## config.mk

```make
export PLATFORM = sky130hd
export DESIGN_NAME = nx_wrr_pkt_arb
export DESIGN_NICKNAME = d
export VERILOG_FILES = /design/src/rtl/nx_wrr_pkt_arb_pkg.sv /design/src/rtl/nx_rr_pick.sv /design/src/rtl/nx_wrr_pkt_arb.sv
export SDC_FILE = /design/constraint.sdc
export NUM_CORES = 1
export LEC_CHECK = 0
export ABC_CLOCK_PERIOD_IN_PS = 8480
export BUFFER_PORTS_ARGS = -buffer_cell sky130_fd_sc_hd__buf_2
export CORE_AREA = 2 2 137 139
export DETAILED_ROUTE_END_ITERATION = 8
export DIE_AREA = 0 0 139 141
export PLACE_DENSITY = 0.64
export SLEW_MARGIN = 5
export SYNTH_ARGS = -nofsm -noshare
export SYNTH_HDL_FRONTEND = slang
export SYNTH_SLANG_ARGS = --single-unit
```

## constraint.sdc

```tcl
create_clock -name clk -period 8.48 [get_ports clk]
set_clock_uncertainty 0.05 [all_clocks]
set_input_delay 0.424 -clock clk [delete_from_list [all_inputs] [get_ports clk]]
set_output_delay 0.424 -clock clk [all_outputs]
set_load 0.005 [all_outputs]
```

## src/rtl/nx_wrr_pkt_arb_pkg.sv

```systemverilog
// Shared types and constants for the weighted round-robin packet arbiter.
package nx_wrr_pkt_arb_pkg;

    typedef enum logic {
        ARB  = 1'b0,
        XFER = 1'b1
    } state_t;

    localparam logic [15:0] WDOG_MAX = 16'hFFFF;

endpackage

```

## src/rtl/nx_rr_pick.sv

```systemverilog
// Combinational rotating-priority picker: returns the first set request
// scanning i_ptr+1 .. N-1, 0 .. i_ptr. i_ptr itself has the lowest priority.
module nx_rr_pick #(
    parameter int N = 4
) (
    input  logic [N-1:0]         i_req,
    input  logic [$clog2(N)-1:0] i_ptr,
    output logic [$clog2(N)-1:0] o_idx,
    output logic                 o_found
);

    localparam int SW = $clog2(N);

    int w_best;
    int w_d;

    // Rank every requester by its distance past the pointer; keep the closest.
    always_comb begin
        o_idx   = '0;
        o_found = |i_req;
        w_best  = N;
        w_d     = 0;
        for (int j = 0; j < N; j++) begin
            if (i_req[j]) begin
                w_d = (j + N - 1 - int'(i_ptr)) % N;
                if (w_d < w_best) begin
                    w_best = w_d;
                    o_idx  = SW'(j);
                end
            end
        end
    end

endmodule

```

## src/rtl/nx_wrr_pkt_arb.sv

```systemverilog
// Weighted round-robin packet arbiter and mux. Grants one requester per
// packet; a requester may keep the port for up to its weight in consecutive
// packets. Output beat stage is a single register.
// Optional build macro NX_WRR_PKT_ARB_WDOG_EN adds a stall watchdog that
// drives the sticky o_stall_err; without it o_stall_err is tied low.
import nx_wrr_pkt_arb_pkg::*;

module nx_wrr_pkt_arb #(
    parameter int N    = 4,
    parameter int DW   = 64,
    parameter int WT_W = 4
) (
    input  logic                 clk,
    input  logic                 rst_n,
    input  logic                 i_enable,
    input  logic [N*WT_W-1:0]    i_weight,
    input  logic [N-1:0]         i_in_valid,
    input  logic [N*DW-1:0]      i_in_data,
    input  logic [N-1:0]         i_in_eop,
    output logic [N-1:0]         o_in_ready,
    output logic                 o_out_valid,
    output logic [DW-1:0]        o_out_data,
    output logic                 o_out_eop,
    output logic [$clog2(N)-1:0] o_out_src,
    input  logic                 i_out_ready,
    output logic                 o_stall_err
);

    localparam int SW = $clog2(N);

    state_t          r_state;
    state_t          w_state_nxt;
    logic [SW-1:0]   r_owner;
    logic [SW-1:0]   w_owner_nxt;
    logic [WT_W-1:0] r_quota;
    logic [WT_W-1:0] w_quota_nxt;

    logic [SW-1:0]   w_pick_idx;
    logic            w_pick_found;
    logic [WT_W-1:0] w_pick_wt;

    logic            w_own_valid;
    logic            w_own_eop;
    logic [DW-1:0]   w_own_data;
    logic            w_beat_rdy;
    logic            w_xfer;

    logic            r_out_valid;
    logic [DW-1:0]   r_out_data;
    logic            r_out_eop;
    logic [SW-1:0]   r_out_src;

    nx_rr_pick #(.N(N)) u_pick (
        .i_req   (i_in_valid),
        .i_ptr   (r_owner),
        .o_idx   (w_pick_idx),
        .o_found (w_pick_found)
    );

    assign w_pick_wt   = i_weight[int'(w_pick_idx)*WT_W +: WT_W];
    assign w_own_valid = i_in_valid[r_owner];
    assign w_own_eop   = i_in_eop[r_owner];
    assign w_own_data  = i_in_data[int'(r_owner)*DW +: DW];
    assign w_beat_rdy  = (r_state == XFER) && (!r_out_valid || i_out_ready);
    assign w_xfer      = w_beat_rdy && w_own_valid;

    // Next-state, grant selection and per-requester ready.
    always_comb begin
        w_state_nxt = r_state;
        w_owner_nxt = r_owner;
        w_quota_nxt = r_quota;
        o_in_ready  = '0;
        case (r_state)
            ARB: begin
                if (i_enable && w_pick_found) begin
                    if ((r_quota != '0) && w_own_valid) begin
                        w_quota_nxt = r_quota - WT_W'(1);
                    end else begin
                        w_owner_nxt = w_pick_idx;
                        // A weight of 0 behaves as 1: no extra packets.
                        w_quota_nxt = (w_pick_wt == '0) ? '0 : (w_pick_wt - WT_W'(1));
                    end
                    w_state_nxt = XFER;
                end
            end
            XFER: begin
                o_in_ready[r_owner] = w_beat_rdy;
                if (w_xfer && w_own_eop) begin
                    w_state_nxt = ARB;
                end
            end
            default: w_state_nxt = ARB;
        endcase
    end

    // FSM state, current owner and remaining packet quota.
    always_ff @(posedge clk or negedge rst_n) begin
        if (!rst_n) begin
            r_state <= ARB;
            r_owner <= SW'(N - 1);
            r_quota <= '0;
        end else begin
            r_state <= w_state_nxt;
            r_owner <= w_owner_nxt;
            r_quota <= w_quota_nxt;
        end
    end

    // Output beat register: load on transfer, drain when downstream accepts.
    always_ff @(posedge clk or negedge rst_n) begin
        if (!rst_n) begin
            r_out_valid <= 1'b0;
            r_out_data  <= '0;
            r_out_eop   <= 1'b0;
            r_out_src   <= '0;
        end else if (w_xfer) begin
            r_out_valid <= 1'b1;
            r_out_data  <= w_own_data;
            r_out_eop   <= w_own_eop;
            r_out_src   <= r_owner;
        end else if (i_out_ready) begin
            r_out_valid <= 1'b0;
        end
    end

    assign o_out_valid = r_out_valid;
    assign o_out_data  = r_out_data;
    assign o_out_eop   = r_out_eop;
    assign o_out_src   = r_out_src;

`ifdef NX_WRR_PKT_ARB_WDOG_EN
    logic [15:0] r_wdog;
    logic        r_stall_err;

    // Count idle XFER cycles; a full count latches the sticky error.
    always_ff @(posedge clk or negedge rst_n) begin
        if (!rst_n) begin
            r_wdog      <= '0;
            r_stall_err <= 1'b0;
        end else begin
            if ((r_state != XFER) || w_xfer) begin
                r_wdog <= '0;
            end else if (r_wdog != WDOG_MAX) begin
                r_wdog <= r_wdog + 16'd1;
            end
            if (r_wdog == WDOG_MAX) begin
                r_stall_err <= 1'b1;
            end
        end
    end

    assign o_stall_err = r_stall_err;
`else
    assign o_stall_err = 1'b0;
`endif

endmodule

```

* Yosys cells after proc, flatten, opt, wreduce, memory -nomap -nowiden
Cells that the tools add are included.
Operators by class: reduce and logical (&&, ||, !) cells 18, bitwise gates (word level) 7, order comparisons 6, add/subtract/negate cells 6, mux-type cells 26, shifts and indexed selects 2
Operator list (count):
- $shiftx 256x9->64 | 1
- $mux 32 | 6
- $lt 3x32->1 | 3
- $shiftx 16x5->4 | 1
- $mux 4 | 3
- $sub 3x2->4 const A | 3
- $mux 2 | 5
- $mux 1 | 8
- $reduce_or 2->1 | 4
- $sub 4x1->4 const B | 2
- $logic_and 1x1->1 | 6
- $and 1x1->1 | 4
- $and 4x4->4 | 1
- $bmux 1 s2 | 2
- $logic_not 4->1 | 1
- $lt 3x4->1 const B | 1
- $reduce_bool 4->1 | 1
- $reduce_or 4->1 | 1
- $lt 2x3->1 const B | 1
- $reduce_and 3->1 | 1
- $sub 2x2->3 const A | 1
- $demux 1 s2 | 1
- $ge 2x1->1 const B | 1
- $not 1->1 | 2
- other kinds (5) | 5
Word-level totals: word-level logic and storage cells 72, output and inout bits 73, flip-flop bits (word level) 75

* Depth between registers and ports, before layout
Gate-level depths: netlist (run 1).
word-level depth 19, mapped depth 19, depth with buffers taken out 16

* By module
From an unflattened synthesis (run 1), not the netlist that was laid out.
Unflattened totals: cell total of the unflattened synthesis 313, area, all modules 4819.6 um2
Modules (own cells, without submodules):
- nx_wrr_pkt_arb | seq. area each 1879.3 um2, instances 1, area an instance 4610.7 um2, cells an instance 283
- nx_rr_pick | seq. area each 0.0 um2, instances 1, area an instance 209.0 um2, cells an instance 30

* Worst setup path before layout (run 1)
Ideal clock, no wire load.
path kind reg2reg, start register r_owner[1], end register r_quota[2], stages on the path, launching flop included 18, required time 8.304 ns, library setup time 0.126 ns, path slack 3.950 ns, arrival time 4.354 ns, cells stage by stage dfstp_2 buf_6 clkbuf_1 clkbuf_1 inv_1 ha_1 ha_1 and2_2 o21ai_0 a32o_1 a21oi_1 ha_1 a21oi_1 o21ai_1 a21oi_1 mux2i_2 o21ai_1 a221o_1
On the way: word-level cells in the longest chain between the ends 19, elaborated cells between the ends (all ways) 36
Ends and longest elaborated chain:
- start: declaration | RTL line nx_wrr_pkt_arb.sv:33 | logic [SW-1:0] r_owner;
- start signal: assignment | RTL line nx_wrr_pkt_arb.sv:100 | r_owner <= SW'(N - 1);
- start signal: assignment | RTL line nx_wrr_pkt_arb.sv:104 | r_owner <= w_owner_nxt;
- $sub 2x2->3 | RTL line nx_rr_pick.sv:25 | w_d = (j + N - 1 - int'(i_ptr)) % N;
- $reduce_or 2->1 (no line)
- $and 1x1->1 (no line)
- $lt 3x4->1 | RTL line nx_rr_pick.sv:26 | if (w_d < w_best) begin
- $mux 32 | RTL line nx_rr_pick.sv:26
- $mux 32 | RTL line nx_rr_pick.sv:24 | if (i_req[j]) begin
- $lt 3x32->1 | RTL line nx_rr_pick.sv:26
- $mux 32 | RTL line nx_rr_pick.sv:26
- [... 3 more ...]
- $mux 32 | RTL line nx_rr_pick.sv:24
- $lt 3x32->1 | RTL line nx_rr_pick.sv:26
- $mux 2 | RTL line nx_rr_pick.sv:26
- $mux 2 | RTL line nx_rr_pick.sv:24
- $shiftx 16x5->4 | RTL line nx_wrr_pkt_arb.sv:60 | assign w_pick_wt = i_weight[int'(w_pick_idx)*WT_W +: WT_W];
- $sub 4x1->4 or $logic_not 4->1 (tied branches) | RTL line nx_wrr_pkt_arb.sv:81 | w_quota_nxt = (w_pick_wt == '0) ? '0 : (w_pick_wt - WT_W'(1));
- $mux 4 | RTL line nx_wrr_pkt_arb.sv:81
- $mux 4 * | RTL line nx_wrr_pkt_arb.sv:76 | if ((r_quota != '0) && w_own_valid) begin
- end signal: assignment | RTL line nx_wrr_pkt_arb.sv:105 | r_quota <= w_quota_nxt;
- end: declaration | RTL line nx_wrr_pkt_arb.sv:35 | logic [WT_W-1:0] r_quota;
Mark *: on every way between the ends. The rest lies on a longest branch, timed or not. The select of a mux whose other input is x is not followed. A chain may end at the register's enable or synchronous reset.

* Final worst setup path (run 1)
Ends and elaborated chain as after synthesis.

==> metrics.csv, run 1 <==
stage,metric,value,unit
sta,slew_viol_final,0,
cts,clock_latency,330,ps
route,routed_via_density,4.87,
yosys,synth_fp_nets,639,
finish,diodes,0,
power,irDropWorstVdd,0.000221,V
cts,cts-root-buf,clkbuf_16,
floorplanning,ios,357,
route,drc_errors,0,
sta,slew_headroom,0.351,
route,wl,16.2,mm
grt,grt_pass1_vias,4474,
cts,cts_setup_buffers,0,
min_path,hold_class,in -> async,
cts,numCtsBuffers,9,
cts,cts_buffer_depth,2,
yosys,yosysTopAreaCell,dfrtp_1,
cts,path_clk_slew,60,ps
grt,grtUsageMet2,0.269,
grt,grt.met1_usage,0.196,
yosys,syn_area_per_cell,14.4,µm²
finish,nets,978,
yosys,synthArstFlopShare,1.00,
yosys,yosysUniqueCellTypes,49,
yosys,synthTopCellsByCount,"73 x dfrtp_1, 65 x mux2_2, 65 x mux4_2",
sta,fin_tns_setup,0,ps
placement,dp_hpwl,12.6,mm
sta,period_share,0.581,
setup_path,start_kind,register,
cts,cts.sinks,75,
setup_path,cp_max_fo,74,
sta,tightestPinTransition,974,ps
route,drt_first_pass_iters,4,
grt,grt_max_degree,76,
yosys,syn_inst,348,
yosys,synth_ff_type,dfrtp_1,
floorplanning,die_w,139,µm
floorplanning,coreArea,18300,µm²
sta,period_minus_slack,4920,ps
yosys,synth.area.top_cells,"dfrtp_1 37%, mux4_2 29%, mux2_2 15%",
floorplanning,dieArea,19600,µm²
route,avgRoutedWirePerCell,17.5,µm
floorplanning,die_y,141,µm
grt,track_usage,0.161,
floorplanning,initial_core_util,0.274,
yosys,synth_most_common_cell,dfrtp_1,
power,p_leak,3.49,nW
setup_path,worstSetupPathType,reg -> reg,
finish,fin_util,0.396,
cts,cts_hold_buf,0,
setup_path,critical_path_required,8650,ps
finish,drive_gt1_frac,0.749,
cts,cts_max_level,3,
floorplanning,rows,50,
yosys,synth_top_cell_area_share,0.366,
cts,cts_resized,0,
route,dr_total_vias,4508,
sta,clock.fmax,0.203,GHz
route,drt_iter0_markers,230,
sta,finalHoldViolCount,0,
placement,gp_congestion,0.802,
yosys,yosysWarnings,0,
route,ant_nets,0,
grt,grt_busiest_layer,met2,
yosys,netlist_area,5000,µm²
grt,grt_pass1_wl,24.3,mm
setup_path,cp-end-kind,register,
yosys,synth_edf_count,0,
sta,rsz0062_at_grt,false,
run_status,outcome,"finished, final reports clean",
finish,syn_to_final_growth,44.8,%
placement,portBuffers,355,
power,power_density,346,nW/µm²
power,power,2.50,mW
flow_run,cap_violations,0,
yosys,ys_ff_latch,75,
grt,grt_remaining_overflow,0,
sta,setup_viol,0,
setup_path,worstPathArrival,5090,ps
grt,grt_use_met3,0.0537,
grt,antenna_found_initial,0,
yosys,ys_seq_area_frac,0.376,
cts,cts_tree,done,
[path summary, 6_finish.rpt]
kind	start	end	slack, ps	cells after the start
max	r_owner[1]	r_quota[2]	3560	14
min	rst_n	o_out_data[3]	180	1
max reg2reg	r_owner[1]	r_quota[2]	3560	14
min reg2reg	o_out_src[0]	o_out_src[0]	440	2
max in group asynchronous	rst_n	o_out_data[56]	7550	1
min in group clk	i_weight[12]	r_quota[0]	360	4
[registers in the layout, indices dropped and copies added, names as in the netlist]
register	flops
r_quota	4
o_out_eop	1
r_owner	2
o_out_data	64
r_state	1
o_out_valid	1
o_out_src	2
[cells in the final DEF (no fill, tap or decap), types with 4 or more instances in the layout]
master     Yosys  routed
a21oi_1        7       7
ha_1           7       7
buf_2         12     354
mux2_2        65      65
nor3_1         5       5
mux2i_1        5       5
clkbuf_16      0       9
mux4_2        65      65
nand2b_1       4       4
nand2_1       15      14
nor2_1        10      10
o21ai_0        9       9
o21ai_1        4       4
dfrtp_1       73      73
and3_1         4       4
inv_1          6       6
[power breakdown]
group / leakage, nW / switching, mW / internal, mW
clock: 0.138 / 0.156 / 0.237
sequential: 0.880 / 0.185 / 0.560
combinational: 2.47 / 0.565 / 0.801
total: 3.49 / 0.906 / 1.60
[through the flow]
| step | hold WS (ps) | setup WS, ps | cell area, µm² | std cells |
|---|---|---|---|---|
| 3_5_place_dp | 424 | 3550 | 6930 | 910 |
| 2_1_floorplan | 78.4 | 3950 | 5000 | 348 |
| 4_1_cts | 222 | 3550 | 7230 | 926 |
| 3_3_place_gp | 426 | 3700 | 6930 | 910 |
| 6_report | 182 | 3560 | 7230 | 926 |
| 5_1_grt | 264 | 3180 | 7230 | 926 |
[cell type report]
cell class                 instances  area (µm²)
tap                              234         293
timing repair buffer             356        1790
fill                            1811       11000
inverter                           7        26.3
clock buffer                      11         243
sequential                        75        1890
clock inverter                     5        61.3
multi-input combinational        238        2940
[logic make-up (layout without fill, tap and decap cells)]
logic type,after synthesis,in the layout,share of synthesized area
DFF,75,75,0.376
other,1,1,0.000750
AOI/OAI and AO/OA,39,39,0.0531
adders and majority gates,7,7,0.0175
muxes,138,138,0.460
buffers and inverters,35,379,0.0376
and+or+nand+nor,53,53,0.0553
[layer usage]
| metal | vias to the layer above | share of wire |
|---|---|---|
| li1 | 2059 | - |
| met1 | 2221 | 0.40 |
| met2 | 210 | 0.50 |
| met3 | 18 | 0.080 |
| met4 | 0 | 0.018 |
| met5 | - | 0 |
[worst max-delay path, cell delays in order, from the launching register on]
cell,delay (ps)
dfstp_4,1200
inv_1,210
ha_1,390
ha_1,350
and2_2,190
o21ai_0,220
a32o_1,210
a21oi_1,70
ha_1,330
a21oi_1,170
o21ai_1,160
a21oi_1,460
mux2i_2,340
o21ai_1,110
a221o_1,350
Note: power is estimated with default switching activity, not from simulation.
==> inputs of run 2 (changes only) <==
--- a/config.mk
+++ b/config.mk
@@ -5,12 +5,12 @@
 export SDC_FILE = /design/constraint.sdc
 export NUM_CORES = 1
 export LEC_CHECK = 0
-export ABC_CLOCK_PERIOD_IN_PS = 8480
+export ABC_CLOCK_PERIOD_IN_PS = 4800
 export BUFFER_PORTS_ARGS = -buffer_cell sky130_fd_sc_hd__buf_2
-export CORE_AREA = 2 2 137 139
+export CORE_AREA = 2 2 138 140
 export DETAILED_ROUTE_END_ITERATION = 8
-export DIE_AREA = 0 0 139 141
-export PLACE_DENSITY = 0.64
+export DIE_AREA = 0 0 140 142
+export PLACE_DENSITY = 0.63
 export SLEW_MARGIN = 5
 export SYNTH_ARGS = -nofsm -noshare
 export SYNTH_HDL_FRONTEND = slang
==> constraint.sdc (replaced) <==
create_clock -name clk -period 4.8 [get_ports clk]
set_clock_uncertainty 0.05 [all_clocks]
set_input_delay 0.24 -clock clk [delete_from_list [all_inputs] [get_ports clk]]
set_output_delay 0.24 -clock clk [all_outputs]
set_load 0.005 [all_outputs]
==> run 2 against run 1 <==
  * The flow now finishes with violations (design-rule violations)
  * Clock power grew 75%
  * Global-route usage shrank 0.85 points
  * Utilization shrank 0.29 points
  * Critical path depth is the same
==> metrics.csv, run 2 (synthesized netlist as in run 1, its figures left out) <==
stage,metric,value,unit,change
cts,cts_resized,0,,unchanged
grt,antenna_found_initial,3,,+3
sta,slew_viol_final,0,,unchanged
grt,grt_busiest_layer,met2,,
setup_path,cp_max_fo,6,,-92%
setup_path,cp_top_family,compound AO/OA/AOI/OAI gates,,
cts,cts-root-buf,clkbuf_16,,
setup_path,cp-end-kind,register,,
sta,fin_tns_setup,0,ps,unchanged
sta,setup_viol,0,,unchanged
placement,dp_hpwl,12.6,mm,-0.22%
cts,clock_latency,330,ps,about the same
cts,numCtsBuffers,9,,unchanged
sta,rsz0062_at_grt,false,,
run_status,outcome,"finished, violations left",,
cts,cts_max_level,3,,unchanged
floorplanning,dieArea,19900,µm²,+1.4%
finish,drive_gt1_frac,0.749,,about the same
grt,grt_pass1_wl,23.5,mm,-3.5%
setup_path,crit_slowest_cell,dfstp_4,,
cts,cts.sinks,75,,unchanged
route,dr_total_vias,4456,,-1.2%
sta,fin_hold_ws,12.3,ps,-169 ps
route,avgRoutedWirePerCell,17.1,µm,-2.3%
grt,grt_remaining_overflow,0,,unchanged
route,wl,15.9,mm,-1.8%
finish,nets,980,,+0.20%
power,power_density,610,nW/µm²,+76%
finish,final_common_cell,buf_2,,
placement,portBuffers,355,,unchanged
grt,grtUsageMet2,0.252,,-0.0166
cts,cts_setup_buffers,0,,unchanged
finish,fin_util,0.393,,-0.00294
sta,period_share,0.860,,+0.279
run_status,violations,design-rule violations,,
floorplanning,coreArea,18500,µm²,+1.0%
sta,period_minus_slack,4130,ps,-798 ps
grt,grt_max_degree,76,,unchanged
sta,worst_slack,674,ps,-2880 ps
finish,final_cell_mix,"354 x buf_2, 73 x dfrtp_1, 65 x mux4_2, 65 x mux2_2, 14 x nand2_1",,
power,irDropWorstVdd,0.000317,V,+44%
sta,tightestPinTransition,991,ps,+17.1 ps
placement,place_ws,700,ps,-2850 ps
floorplanning,rows,50,,unchanged
route,drt_first_pass_iters,7,,+3
finish,largest_reg_flops,64,,unchanged
route,drc_errors,25,,+25
min_path,hold_class,in -> async,,
setup_path,r2r_slack,670,ps,-2880 ps
setup_path,critical_path_required,4960,ps,-3690 ps
route,ant_nets,0,,unchanged
cts,cts_buffer_depth,2,,unchanged
power,power,4.42,mW,+77%
setup_path,cp_cell_sequence,inv_1 -> ha_1 -> ha_1 -> and2_2 -> o21ai_0 -> a32o_1 -> a21oi_1 -> ha_1 -> a21oi_1 -> o21ai_1 -> a21oi_1 -> mux2i_2 -> o21ai_1 -> a221o_1,,
setup_path,slowest_delay,610,ps,-590 ps
grt,grt_pass1_vias,4332,,-3.2%
grt,grt.met1_usage,0.193,,-0.00324
flow_run,cap_violations,0,,unchanged
finish,syn_to_final_growth,45.2,%,
grt,grt_use_met3,0.0404,,-0.0133
route,drt_iter0_markers,212,,-7.8%
setup_path,worstPathArrival,4290,ps,-800 ps
sta,clock.fmax,0.242,GHz,+19%
sta,slew_headroom,0.339,,-0.0114
floorplanning,die_y,142,µm,+0.71%
grt,track_usage,0.152,,-0.00850
floorplanning,initial_core_util,0.271,,-0.00278
cts,cts_tree,done,,
cts,path_clk_slew,60,ps,about the same
cts,cts_hold_buf,0,,unchanged
setup_path,worstSetupPathType,reg -> reg,,
floorplanning,die_w,140,µm,+0.72%
floorplanning,ios,357,,unchanged
power,p_leak,3.50,nW,+0.27%
sta,finalHoldViolCount,0,,unchanged
route,routed_via_density,4.79,,-1.6%
placement,gp_congestion,0.847,,+5.6%
setup_path,worst-path-buf-inv,1,,unchanged
setup_path,start_kind,register,,
-- run 2: layout make-up --
class                   count  area (µm²)
inverters                   7        26.3
fillers                  1823       11200
well taps                 234         293
repair buffers            358        1800
diodes                      2        5.00
clock inverters             5        61.3
flip-flops and latches     75        1890
multi-input cells         238        2940
clock buffers              11         243
-- run 2: report_power, final --
part	internal (mW)	total [mW]	leakage [nW]	switching (mW)
combinational	1.43	2.59	2.48	1.16
clock	0.419	0.689	0.138	0.271
sequential	0.984	1.14	0.880	0.159
total	2.83	4.42	3.50	1.59
-- run 2: through the flow --
stage / cells / area [µm²]
after global routing: 930 / 7250
after floorplan: 348 / 5000
after global placement: 912 / 6950
after detailed placement: 912 / 6950
final: 930 / 7250
after CTS: 928 / 7250
-- run 2: metal layers --
metal,part of all wire,vias up
li1,-,2057
met1,0.41,2184
met2,0.50,199
met3,0.075,16
met4,0.017,0
met5,0,-
-- run 2: worst paths after layout --
kind | from | endpoint | depth (start not counted)
setup / recovery | r_owner[1] | r_quota[2] | 14
hold reg to reg | o_out_data[42] | o_out_data[42] | 1
min in group clk | i_weight[12] | r_quota[0] | 4
setup reg to reg | r_owner[1] | r_quota[2] | 14
hold / removal | rst_n | o_out_data[45] | 1
max in group asynchronous | rst_n | o_out_data[4] | 1
